<file path="src/rtl/cpu_pkg.sv">
// Shared definitions for the 8-bit CPU: instruction field widths, opcode map
// and the prefetch FSM state encoding used by the fetch unit.
package cpu_pkg;

    localparam int OPCODE_W = 4;
    localparam int INSTR_W  = 8;

    localparam logic [OPCODE_W-1:0] OP_NOP  = 4'h0;
    localparam logic [OPCODE_W-1:0] OP_LDI0 = 4'h1;
    localparam logic [OPCODE_W-1:0] OP_ADD0 = 4'h2;
    localparam logic [OPCODE_W-1:0] OP_SUB0 = 4'h3;
    localparam logic [OPCODE_W-1:0] OP_LDI1 = 4'h4;
    localparam logic [OPCODE_W-1:0] OP_ADD1 = 4'h5;
    localparam logic [OPCODE_W-1:0] OP_SUB1 = 4'h6;
    localparam logic [OPCODE_W-1:0] OP_OUT  = 4'h7;
    localparam logic [OPCODE_W-1:0] OP_JMP  = 4'h8;
    localparam logic [OPCODE_W-1:0] OP_JZ   = 4'h9;
    localparam logic [OPCODE_W-1:0] OP_JC   = 4'hA;
    localparam logic [OPCODE_W-1:0] OP_HLT  = 4'hF;

    typedef enum logic [1:0] {
        FILL    = 2'd0,
        VALID   = 2'd1,
        DISCARD = 2'd2
    } fetch_state_e;

endpackage

</file>
<file path="src/rtl/instr_fetch_unit.sv">
// Program counter, instruction register and one-entry prefetch buffer that
// feed the control unit, reading program memory over a req/ack handshake.
module instr_fetch_unit
    import cpu_pkg::*;
#(
    parameter int ADDR_W  = 4,
    parameter int INSTR_W = cpu_pkg::INSTR_W
) (
    input  logic                clk,
    input  logic                reset,
    input  logic                pc_inc,
    input  logic                pc_load,
    input  logic                ir_load,
    input  logic                halt,
    output logic                mem_req,
    output logic [ADDR_W-1:0]   mem_addr,
    input  logic [INSTR_W-1:0]  mem_rdata,
    input  logic                mem_ack,
    output logic [3:0]          opcode,
    output logic [3:0]          operand,
    output logic [ADDR_W-1:0]   pc,
    output logic                buf_valid,
    output logic                fetch_stall
);

    fetch_state_e       state_q, state_d;
    logic [ADDR_W-1:0]  pc_q, pc_d;
    logic [ADDR_W-1:0]  req_addr_q, req_addr_d;
    logic [ADDR_W-1:0]  pend_addr_q, pend_addr_d;
    logic [INSTR_W-1:0] ir_q, ir_d;
    logic [INSTR_W-1:0] buf_q, buf_d;
    logic               fetch_stall_q, fetch_stall_d;
    logic               mem_req_q, mem_req_d;

    logic               inc_en, load_en, irl_en, ack;
    logic [ADDR_W-1:0]  fill_addr;

    always_comb begin
        inc_en  = pc_inc  & ~halt;
        load_en = pc_load & ~halt;
        irl_en  = ir_load & ~halt & ~fetch_stall_q;
        // An ack is only meaningful against a request this unit actually has open.
        ack     = mem_ack & mem_req_q;

        pc_d = pc_q;
        if (load_en) begin
            pc_d = ADDR_W'(ir_q[OPCODE_W-1:0]);
        end else if (inc_en) begin
            pc_d = pc_q + ADDR_W'(1);
        end

        ir_d          = ir_q;
        fetch_stall_d = fetch_stall_q;
        pend_addr_d   = pend_addr_q;
        if (irl_en) begin
            if (state_q == VALID) begin
                ir_d = buf_q;
            end else begin
                fetch_stall_d = 1'b1;
                pend_addr_d   = pc_q;
            end
        end
        if (ack && state_q == FILL && fetch_stall_q) begin
            ir_d          = mem_rdata;
            fetch_stall_d = 1'b0;
        end

        // A pending load must be served before the buffer chases the moving PC.
        fill_addr = fetch_stall_d ? pend_addr_d : pc_d;

        state_d    = state_q;
        req_addr_d = req_addr_q;
        buf_d      = buf_q;
        case (state_q)
            FILL: begin
                if (ack) begin
                    buf_d = mem_rdata;
                    if (fetch_stall_q) begin
                        req_addr_d = pc_d;
                    end else if (!fetch_stall_d && req_addr_q == pc_d) begin
                        state_d = VALID;
                    end else begin
                        req_addr_d = fill_addr;
                    end
                end else if (!mem_req_q) begin
                    req_addr_d = fill_addr;
                end else if (!fetch_stall_d && pc_d != req_addr_q) begin
                    state_d = DISCARD;
                end
            end
            VALID: begin
                if (pc_d != pc_q) begin
                    state_d    = FILL;
                    req_addr_d = pc_d;
                end
            end
            DISCARD: begin
                if (ack || !mem_req_q) begin
                    state_d    = FILL;
                    req_addr_d = fill_addr;
                end
            end
            default: begin
                state_d    = FILL;
                req_addr_d = pc_d;
            end
        endcase

        // An open request is held to completion even under halt; halt only blocks new ones.
        if (mem_req_q && !ack) begin
            mem_req_d = 1'b1;
        end else begin
            mem_req_d = (state_d != VALID) && !halt;
        end
    end

    always_ff @(posedge clk or posedge reset) begin
        if (reset) begin
            state_q       <= FILL;
            pc_q          <= '0;
            req_addr_q    <= '0;
            pend_addr_q   <= '0;
            ir_q          <= '0;
            buf_q         <= '0;
            fetch_stall_q <= 1'b0;
            mem_req_q     <= 1'b0;
        end else begin
            state_q       <= state_d;
            pc_q          <= pc_d;
            req_addr_q    <= req_addr_d;
            pend_addr_q   <= pend_addr_d;
            ir_q          <= ir_d;
            buf_q         <= buf_d;
            fetch_stall_q <= fetch_stall_d;
            mem_req_q     <= mem_req_d;
        end
    end

    assign mem_req     = mem_req_q;
    assign mem_addr    = req_addr_q;
    assign opcode      = ir_q[INSTR_W-1 -: OPCODE_W];
    assign operand     = ir_q[OPCODE_W-1:0];
    assign pc          = pc_q;
    assign buf_valid   = (state_q == VALID);
    assign fetch_stall = fetch_stall_q;

    ir_load_while_stalled: assert property (@(posedge clk) disable iff (reset)
        !(ir_load && fetch_stall_q));

endmodule

</file>
<file path="config.mk">
export PLATFORM = sky130hd
export DESIGN_NAME = instr_fetch_unit
export DESIGN_NICKNAME = d
export VERILOG_FILES = /design/src/rtl/cpu_pkg.sv /design/src/rtl/instr_fetch_unit.sv
export SDC_FILE = /design/constraint.sdc
export NUM_CORES = 1
export LEC_CHECK = 0
export ABC_AREA = 1
export CAP_MARGIN = 20
export CORE_ASPECT_RATIO = 1.1
export CORE_UTILIZATION = 29
export DETAILED_ROUTE_END_ITERATION = 10
export GPL_TIMING_DRIVEN = 0
export SKIP_CTS_REPAIR_TIMING = 1
export SYNTH_ARGS = -nofsm -noshare
export SYNTH_HDL_FRONTEND = slang
export SYNTH_SLANG_ARGS = --single-unit
export TNS_END_PERCENT = 5
</file>
<file path="constraint.sdc">
create_clock -name clk -period 2.8 [get_ports clk]
set_clock_uncertainty 0.2 [all_clocks]
set_input_delay 0.42 -clock clk [delete_from_list [all_inputs] [get_ports clk]]
set_output_delay 0.42 -clock clk [all_outputs]
set_load 0.02 [all_outputs]
</file>
==> key figures <==
Logic synthesis
  • Post-synthesis cell count: 214
  • Synth top cells by count: nand2_1 (68), dfrtp_1 (32), inv_1 (25), nand3_1 (18), nor2_1 (17)
  • Seq/Total Area, Yosys: 0.4776
  • Post-synth top area share: 0.4776
  • Mapped cell area: 0.001677 sq mm
  • Most common cell in the synthesized netlist: nand2_1
  • Synth warnings: 0
  • EDFF count, synth: 0
  • Ys flop type: dfrtp_1
  • Largest cells by area after synthesis: dfrtp_1 (48%), nand2_1 (15%), inv_1 (5.6%)
  • Synthesized area per cell: around 7.8 sq um
  • Syn_nets: 230
  • #FFs+latches synth: 32
  • Synth area leader: dfrtp_1
  • Ys async rst share: 1.000
  • Count of cell types in the netlist: 29

Clock tree
  • CTS buffer count: 5
  • Longest Clk Path Bufs: 2
  • Clk root buf: clkbuf_8
  • H-tree depth: 2
  • Clock Sinks: 32
  • TritonCTS clock tree: done
  • Clock Latency Late Sink: between 0.2 and 0.3 ns
  • Clock transition at path regs: 0.07 ns

Flow run
  • Number of max-cap violations: 0

Worst setup path
  • Endpoint class of the critical path: flip-flop
  • Critical path fanouts, max: 9
  • CP Cell Sequence: clkdlybuf4s50_1 -> inv_4 -> nand2_2 -> inv_1 -> nand2_1 -> nand2_1 -> nand2_1 -> nand3_1 -> nor2_1 -> nand2_1 -> nor2_1 -> nand2_1 -> nand2_1 -> nand2_1 -> o21ai_1
  • Crit path launch type: input port
  • Reg2reg path depth: 14
  • Data arrival, critical path: ~2.4 ns
  • Worst path slowest cell: clkdlybuf4s50_1
  • Critical path type: input port to flip-flop
  • Max incr delay on CP: around 0.50 ns
  • Most frequent CP cell: nand2_1
  • Req. time, crit path: ~2.8 ns

Placement
  • DP HPWL: around 3000 um
  • Placed cell area: 0.002128 sq mm
  • Placed cell count: approximately 320
  • GPL Wtd Cong: 0.7824
  • IO buf count: 33

Worst hold path
  • WHS Path Cells: 2
  • HP Class: flip-flop to flip-flop

Cells and area
  • Multi-input logic area: 745.7 sq um
  • Area growth, synth to finish: 32.54%
  • Final std cells w/o fill: 331
  • Final std cell area, no fill: about 0.0022 sq mm
  • Layout Nets: ~270
  • Filler instances: 611
  • Flip-flop and latch area: roughly 800 sq um
  • Layout cells sized above 1: 0.1094
  • N_diodes: 0

Detailed routing
  • Vias: approximately 1,500
  • Drt drc: 0
  • WL/cell: roughly 12 um
  • WL final: 3902 um
  • DRT iter0 DRCs: 84
  • 1st-pass router iterations: 4
  • Post-detailed-route count of antenna-violating nets: 0
  • Vias per cell: 4.387

Pwr
  • Power per standard cell area: approximately 1000 mW/mm^2
  • Maximum VDD drop: around 0.46 mV
  • Leakage power total: around 1.1 nW

Floorplan
  • Die area: 0.006090 sq mm
  • # rows: 28
  • Die Y: slightly above 80 um
  • Initial Utilization: 0.3068
  • Die width: 74.50 um
  • I/O pins: 34
  • Total core area: between 0.005 and 0.006 sq mm

Global route
  • Initial antenna violation count: 0
  • Largest net degree at the start of global routing: 21
  • Vias in the first global route: ~1,400
  • Gr ovfl total: 0
  • GR Util All Layers: 0.1482
  • First-pass GRT wire length: roughly 6700 um

Timing
  • Min cycle time layout: 2.410 ns
  • Fmax achieved: 415.0 MHz
  • Max-slew headroom: 0.5987
  • Slew Limit Fails: 0
  • Worst Max-Slew Pin Slew: approximately 0.60 ns
  • Tcrit/Tclk final: 0.8607
  • Hold Vio Cnt, Final: 0
  • WHS: around 0.27 ns
  • Setup TNS: 0 ns
  • RSZ-0062 raised after global routing: false
  • Final Setup Violations: 0

Run status
  • Outcome: completed
[worst paths after layout]
kind	slack, ns	start	to
worst max-delay path	0.39	halt	mem_addr[0]$_DFFE_PP0P_
worst min-delay path	0.27	buf_q[0]$_DFFE_PP0N_	buf_q[0]$_DFFE_PP0N_
worst max register to register	0.52	pc[1]$_DFF_PP0_	mem_addr[0]$_DFFE_PP0P_
worst min register to register	0.27	buf_q[0]$_DFFE_PP0N_	buf_q[0]$_DFFE_PP0N_
max in group asynchronous	1.58	reset	mem_addr[3]$_DFFE_PP0P_
min in group asynchronous	0.30	reset	ir_q[4]$_DFFE_PP0P_
[stage by stage]
| stage | total power, W | util | worst slack [ns] |
|---|---|---|---|
| after floorplan | 0.001460 | - | 0.7621 |
| after CTS | 0.002246 | 0.4066 | 0.3611 |
| final | 0.002216 | 0.4066 | 0.3901 |
| after global placement | 0.001846 | 0.3844 | 0.06528 |
| after global routing | 0.002407 | 0.4066 | 0.1708 |
| after detailed placement | 0.001861 | 0.3894 | 0.07213 |
[report_power, final]
part / internal (W) / leakage (nW) / switching (W)
registers: 0.000662 / 0.388 / 0.000152
clock network: 0.000200 / 0.0445 / 0.000171
logic: 0.000451 / 0.622 / 0.000581
[critical path: cells and delay by family]
kind                   cells  cell delay (ns)
AO/OA/AOI/OAI              1             0.08
AND/OR/NAND/NOR           11             1.25
buffers and inverters      3             0.67
[layout make-up]
cell class	count	area share
Sequential cell	32	0.3604
Multi-Input combinational cell	149	0.3356
Timing Repair Buffer	34	0.1610
Inverter	31	0.05462
Tap cell	75	0.04223
Clock buffer	7	0.03885
Buffer	2	0.003941
Clock inverter	1	0.003378
[layout by cell type, fill, tap and decap left out, drive strengths merged]
cell type,synthesis,routed
o21a,2,2
clkdlybuf4s50,0,33
buf,1,2
nand4,2,2
ha,1,1
inv,31,31
xor2,1,1
nand3b,1,1
o221ai,4,4
a21oi,2,2
dfrtp,32,32
nand3,19,19
nor3b,1,1
clkbuf,1,8
o21ai,13,13
nand2,72,72
nor3,1,1
clkinvlp,0,1
o31ai,1,1
nor2,21,21
or2,4,4
o22ai,4,4
[metal layers]
| layer | share of wire | track usage | up-vias |
|---|---|---|---|
| met5 | 0 | 0 | - |
| met1 | 0.47 | 0.1908 | 641 |
| li1 | - | - | 770 |
| met3 | 0.063 | 0.05890 | 2 |
| met4 | 0.0038 | 0.03962 | 0 |
| met2 | 0.47 | 0.2297 | 39 |
[cell families after synthesis]
family	Yosys count	synth area share
AND/OR/NAND/NOR	121	0.3313
buffers and inverters	33	0.07760
flip-flops	32	0.4776
AO/OA/AOI/OAI	26	0.1007
XOR/XNOR	1	0.005225
adder cells (fa/ha/maj)	1	0.007461
[registers in the layout, indices dropped and copies added, names as in the netlist]
signal / flops
buf_q: 8
fetch_stall: 1
ir_q: 8
mem_addr: 4
mem_req: 1
pc: 4
pend_addr_q: 4
state_q: 2
No activity file was read; power rests on OpenSTA's default activity.
